===== config.mk =====
export PLATFORM = sky130hd
export DESIGN_NAME = pll_drp_reconfig
export DESIGN_NICKNAME = d
export VERILOG_FILES = /design/src/rtl/pll_drp_reconfig.sv
export SDC_FILE = /design/constraint.sdc
export NUM_CORES = 1
export LEC_CHECK = 0
export BUFFER_PORTS_ARGS = -buffer_cell sky130_fd_sc_hd__buf_2
export CAP_MARGIN = 20
export CELL_PAD_IN_SITES_DETAIL_PLACEMENT = 1
export CELL_PAD_IN_SITES_GLOBAL_PLACEMENT = 1
export CORE_AREA = 2 2 273 275
export CTS_CLUSTER_SIZE = 16
export DETAILED_ROUTE_END_ITERATION = 12
export DIE_AREA = 0 0 275 277
export HOLD_SLACK_MARGIN = 0.08
export PLACE_DENSITY_LB_ADDON = 0.1
export SLEW_MARGIN = 40
export SYNTH_ARGS = -nofsm -noshare
export SYNTH_HDL_FRONTEND = slang
export SYNTH_SLANG_ARGS = --single-unit

===== constraint.sdc =====
create_clock -name clk_i -period 4.5 [get_ports clk_i]
set_clock_uncertainty 0.15 [all_clocks]
set_input_delay 0.9 -clock clk_i [delete_from_list [all_inputs] [get_ports clk_i]]
set_output_delay 0.9 -clock clk_i [all_outputs]
set_load 0.005 [all_outputs]

===== src/rtl/pll_drp_reconfig.sv =====
// DRP reconfiguration controller for a 7-series PLLE2/MMCME2: holds the PLL in reset,
// read-modify-writes one table of DRP registers per mode, then waits for lock.
module pll_drp_reconfig #(
    parameter int NUM_MODES    = 2,
    parameter int NUM_REGS     = 8,
    parameter int DRDY_TIMEOUT = 64,
    parameter int LOCK_TIMEOUT = 65536,
    parameter int INIT_LOAD    = 1,
    parameter int DEFAULT_MODE = 0,
    localparam int MW = (NUM_MODES > 1) ? $clog2(NUM_MODES) : 1
) (
    input  logic                            clk_i,
    input  logic                            rst_i,
    input  logic                            start_i,
    input  logic [MW-1:0]                   mode_i,
    input  logic [NUM_MODES*NUM_REGS*40-1:0] table_i,
    output logic                            drp_en_o,
    output logic                            drp_we_o,
    output logic [6:0]                      drp_addr_o,
    output logic [15:0]                     drp_di_o,
    input  logic [15:0]                     drp_do_i,
    input  logic                            drp_rdy_i,
    output logic                            pll_rst_o,
    input  logic                            pll_locked_i,
    output logic                            busy_o,
    output logic                            done_o,
    output logic                            error_o,
    output logic                            locked_o,
    output logic [2:0]                      dbg_state_o
);

    localparam int EW   = (NUM_REGS > 1) ? $clog2(NUM_REGS) : 1;
    localparam int TMAX = (DRDY_TIMEOUT > LOCK_TIMEOUT) ? DRDY_TIMEOUT : LOCK_TIMEOUT;
    localparam int CW   = $clog2(TMAX + 1);

    localparam logic [EW-1:0] LAST_E    = EW'(NUM_REGS - 1);
    localparam logic [CW-1:0] DRDY_LAST = CW'(DRDY_TIMEOUT - 1);
    localparam logic [CW-1:0] LOCK_LAST = CW'(LOCK_TIMEOUT - 1);
    localparam logic [MW-1:0] DEF_MODE  = MW'(DEFAULT_MODE);

    typedef enum logic [2:0] {
        IDLE       = 3'd0,
        RST_ASSERT = 3'd1,
        RD         = 3'd2,
        RD_WAIT    = 3'd3,
        WR         = 3'd4,
        WR_WAIT    = 3'd5,
        RELEASE    = 3'd6,
        LOCK_WAIT  = 3'd7
    } state_t;

    state_t        state_q, state_d;
    logic [MW-1:0] mode_q, mode_d;
    logic [EW-1:0] entry_q, entry_d;
    logic [CW-1:0] cnt_q, cnt_d;
    logic [6:0]    addr_q, addr_d;
    logic [15:0]   di_q, di_d;
    logic          pll_rst_q, pll_rst_d;
    logic          busy_q, busy_d;
    logic          done_q, done_d;
    logic          error_q, error_d;
    logic          init_q, init_d;
    logic          meta_q, meta_d;
    logic          sync_q, sync_d;

    logic [MW-1:0] sel_mode;
    logic [MW-1:0] mode_safe;
    logic [EW-1:0] entry_nxt;
    logic [39:0]   cur_ent;
    logic [39:0]   nxt_ent;
    logic [15:0]   wr_val;
    logic          abort;

    // Table lookups for the current entry and the one after it; mode is clamped so an
    // out-of-range latched mode never indexes past the table.
    assign sel_mode  = init_q ? DEF_MODE : mode_i;
    assign mode_safe = (int'(mode_q) < NUM_MODES) ? mode_q : '0;
    assign entry_nxt = (entry_q == LAST_E) ? entry_q : entry_q + EW'(1);
    assign cur_ent   = table_i[(int'(mode_safe) * NUM_REGS + int'(entry_q)) * 40 +: 40];
    assign nxt_ent   = table_i[(int'(mode_safe) * NUM_REGS + int'(entry_nxt)) * 40 +: 40];
    assign wr_val    = (drp_do_i & cur_ent[31:16]) | (cur_ent[15:0] & ~cur_ent[31:16]);

    always_comb begin
        state_d   = state_q;
        mode_d    = mode_q;
        entry_d   = entry_q;
        cnt_d     = cnt_q;
        addr_d    = addr_q;
        di_d      = di_q;
        pll_rst_d = pll_rst_q;
        busy_d    = busy_q;
        done_d    = 1'b0;
        error_d   = error_q;
        init_d    = init_q;
        meta_d    = pll_locked_i;
        sync_d    = meta_q;
        abort     = 1'b0;

        unique case (state_q)
            IDLE: begin
                // A start arriving in the same cycle as the done pulse is dropped.
                if (!done_q && (start_i || init_q)) begin
                    init_d = 1'b0;
                    mode_d = sel_mode;
                    if (int'(sel_mode) >= NUM_MODES) begin
                        done_d  = 1'b1;
                        error_d = 1'b1;
                    end else begin
                        error_d = 1'b0;
                        busy_d  = 1'b1;
                        entry_d = '0;
                        state_d = RST_ASSERT;
                    end
                end
            end
            RST_ASSERT: begin
                pll_rst_d = 1'b1;
                addr_d    = cur_ent[38:32];
                state_d   = RD;
            end
            RD: begin
                cnt_d   = '0;
                state_d = RD_WAIT;
            end
            RD_WAIT: begin
                if (drp_rdy_i) begin
                    di_d    = wr_val;
                    state_d = WR;
                end else if (cnt_q == DRDY_LAST) begin
                    abort = 1'b1;
                end else begin
                    cnt_d = cnt_q + CW'(1);
                end
            end
            WR: begin
                cnt_d   = '0;
                state_d = WR_WAIT;
            end
            WR_WAIT: begin
                if (drp_rdy_i) begin
                    if (entry_q == LAST_E) begin
                        state_d = RELEASE;
                    end else begin
                        entry_d = entry_nxt;
                        addr_d  = nxt_ent[38:32];
                        state_d = RD;
                    end
                end else if (cnt_q == DRDY_LAST) begin
                    abort = 1'b1;
                end else begin
                    cnt_d = cnt_q + CW'(1);
                end
            end
            RELEASE: begin
                pll_rst_d = 1'b0;
                cnt_d     = '0;
                state_d   = LOCK_WAIT;
            end
            LOCK_WAIT: begin
                if (sync_q) begin
                    done_d  = 1'b1;
                    busy_d  = 1'b0;
                    state_d = IDLE;
                end else if (cnt_q == LOCK_LAST) begin
                    done_d  = 1'b1;
                    error_d = 1'b1;
                    busy_d  = 1'b0;
                    state_d = IDLE;
                end else begin
                    cnt_d = cnt_q + CW'(1);
                end
            end
            default: state_d = IDLE;
        endcase

        // A DRP access that never completes releases the PLL and ends the sequence.
        if (abort) begin
            pll_rst_d = 1'b0;
            error_d   = 1'b1;
            done_d    = 1'b1;
            busy_d    = 1'b0;
            state_d   = IDLE;
        end
    end

    always_ff @(posedge clk_i) begin
        if (rst_i) begin
            state_q   <= IDLE;
            mode_q    <= '0;
            entry_q   <= '0;
            cnt_q     <= '0;
            addr_q    <= '0;
            di_q      <= '0;
            pll_rst_q <= 1'b0;
            busy_q    <= 1'b0;
            done_q    <= 1'b0;
            error_q   <= 1'b0;
            init_q    <= (INIT_LOAD != 0);
            meta_q    <= 1'b0;
            sync_q    <= 1'b0;
        end else begin
            state_q   <= state_d;
            mode_q    <= mode_d;
            entry_q   <= entry_d;
            cnt_q     <= cnt_d;
            addr_q    <= addr_d;
            di_q      <= di_d;
            pll_rst_q <= pll_rst_d;
            busy_q    <= busy_d;
            done_q    <= done_d;
            error_q   <= error_d;
            init_q    <= init_d;
            meta_q    <= meta_d;
            sync_q    <= sync_d;
        end
    end

    assign drp_en_o    = (state_q == RD) || (state_q == WR);
    assign drp_we_o    = (state_q == WR);
    assign drp_addr_o  = addr_q;
    assign drp_di_o    = di_q;
    assign pll_rst_o   = pll_rst_q;
    assign busy_o      = busy_q;
    assign done_o      = done_q;
    assign error_o     = error_q;
    assign locked_o    = sync_q & ~busy_q & ~error_q;
    assign dbg_state_o = state_q;

endmodule

==> results.cfg <==
[floorplanning]
initial_core_util_pct = 11.5
rows = 100
die_h_um = 277
core-area_mm2 = 0.0736
die_w_um = 275
ios = 695
dieArea_mm2 = 0.0762

[yosys]
synth_edf_count = 0
ys_ff_latch = 54
synthesis.nets = 1491
synth_warnings = 0
yosys-top-cells-area = mux4_2, dfxtp_1, a22oi_1
yosys.area.top_type_share_pct = 42.8
synth-main-ff-cell = dfxtp_1
post-synth-top-area-cell = mux4_2
async_flop_share_pct = 0
synthCells = 826
ys_seq_area_share_pct = 12.7
ys_types = 61
synth_area_mm2 = 0.00848
avgSynthCellArea_um2 = 10.3

[clock_tree]
cts-root-buf = clkbuf_16
clk_pin_slew_ns = 0.10
clock_sinks = 54
holdBufCountCts = 0
cts_buffers = 5
cts_setup_buffers = 0
post_cts_resized = 0
clk_latency_ns = 0.33
clk_path_buf_depth = 2
htreeDepth = 2
tritoncts = done

[detailed_routing]
dr_wl_met2_um = 39300
routedWlPerCell_um = 30.8
top_layer = met5
wl_um = 74900
avgViaCountPerCell = 4.43
vias = 10770
ant_nets = 0
met1_length_um = 28900
drt_first_iter_violations = 656
dr.pass1.iters = 5
drc_errors = 0
dr_wl_met3_um = 4700

[global_routing]
overflow = 0
grt_use_total_pct = 18.9
grt_pass1_vias = 11474
grt_pass1_wl_um = 98500
grt_max_degree = 126
antenna_found_initial = 48

[sta]
fin_crit_sh_pct = 72.1
period_needed_ns = 3.25
finalSetupTns_ns = 0
tightest_slew_ns = 0.788
maxSlewViolCount = 0
setup_viol = 0
maxSlewHeadroom_pct = 47.5
rsz0062_at_grt = no
max_freq_ghz = 0.308
hold_viol = 0
whs_ns = 0.313

[power]
p_per_area_mw_per_mm2 = 142
peakVddDrop_mv = 0.151
leakagePower_uw = 0.00519

[worst_setup_path]
crit_type = register to register
path_buf_inv = 2
cp-end-kind = register
startpoint_type = register
max_stage_delay_ns = 0.58
crit_path_max_fanout = 89
worst-endpoint-arrival_ns = 3.33
crit_slowest_cell = mux4_2
cp_top_family = simple AND/OR/NAND/NOR gates
path_cells = buf_12 > buf_16 > nand3_1 > nand2_2 > mux4_2 > a221o_1 > o2111a_1
crit_required_ns = 4.58

[layout]
final_area_mm2 = 0.0131
seqCellArea_mm2 = 0.00109
fin_nets = 2109
multiInputGateArea_mm2 = 0.00697
fill_cells = 8750
area_delta_synth_final_pct = 54.6
fin_util_pct = 17.8
final_cells = 2431
final_layout_size_suffix_gt1_share_pct = 61.8

[outcome]
status = finished, final reports clean

[place]
place_area_mm2 = 0.0129
place_congestion = 0.910
place_hpwl_um = 65100
dp_cells = 2404
port_buffers = 678

[min_path]
worstHoldPathType = register to register

[run]
max-cap-violations = 0
==> worst paths after layout <==
kind	start	endpoint	slack (ns)	cells past startpoint
max	entry_q[1]	drp_addr_o[2]	1.25	7
min	meta_q	sync_q	0.31	1
max reg2reg	entry_q[1]	drp_addr_o[2]	1.25	7
min reg2reg	meta_q	sync_q	0.31	1
==> per-layer routing <==
| layer | up-vias | GRT usage (%) |
|---|---|---|
| li1 | 4715 | - |
| met1 | 5468 | 21.7 |
| met2 | 488 | 35.2 |
| met3 | 83 | 3.67 |
| met4 | 16 | 4.64 |
| met5 | - | 0 |
==> cells in the final DEF, fill, tap and decap left out, drive strengths merged, types with 10 or more instances in the layout <==
master / count
mux2: 12
nand2: 67
buf: 697
o21ai: 40
a21oi: 64
nor2b: 10
nor3: 14
a22oi: 65
mux4: 161
diode: 17
o22ai: 15
mux2i: 33
nor2: 37
o211ai: 11
nand3: 19
a211oi: 12
dfxtp: 54
==> state kept, by name, summed over array words and instances, names as in the netlist <==
name         count
busy_o           1
cnt_q           17
dbg_state_o      3
done_o           1
drp_addr_o       7
drp_di_o        16
entry_q          3
error_o          1
init_q           1
meta_q           1
mode_q           1
pll_rst_o        1
sync_q           1
==> Yosys cell counts, types with 10 or more instances <==
cell	count
mux4_2	161
nand2_1	66
a22oi_1	65
a21oi_1	64
dfxtp_1	54
buf_2	44
nor2_1	37
o21ai_0	37
mux2i_1	33
clkbuf_1	28
nand3_1	19
o22ai_1	15
nor3_1	14
a211oi_1	11
mux2_2	11
o211ai_1	11
buf_4	10
nor2b_1	10
==> area by class of cell <==
class | count | area share, %
multi-input combinational | 679 | 53.2
sequential | 54 | 8.30
timing repair buffer | 697 | 27.6
tap | 969 | 9.25
inverter | 7 | 0.200
clock inverter | 3 | 0.220
clock buffer | 5 | 0.954
antenna | 17 | 0.324
==> worst register-to-register path: stages, from the launching register on <==
cell and delay, ns:
dfxtp_4 0.38, buf_12 0.27, buf_16 0.43, nand3_1 0.38
nand2_2 0.45, mux4_2 0.59, a221o_1 0.36, o2111a_1 0.14
==> where the power goes <==
group | internal [uW] | total, uW | switching, uW
Clock | 215 | 476 | 260
Combinational | 419 | 847 | 428
Sequential | 503 | 542 | 38.6
Total | 1140 | 1860 | 727
==> cell families after synthesis <==
| family | after synthesis | synth area share [%] |
|---|---|---|
| xor+xnor | 12 | 1.24 |
| flops | 54 | 12.7 |
| mux | 206 | 48.3 |
| fa+ha+maj | 3 | 0.443 |
| simple gates | 201 | 11.6 |
| compound gates | 257 | 20.2 |
| buf+inv | 93 | 5.47 |
==> metrics by stage <==
stage                     total power (uW)  setup WS [ns]
after floorplan                        865           1.89
after global placement                1410           1.23
after detailed placement              1420           1.21
after CTS                             1940           1.20
after global routing                  2000          0.964
final                                 1860           1.25
No activity file was read; power rests on OpenSTA's default activity.
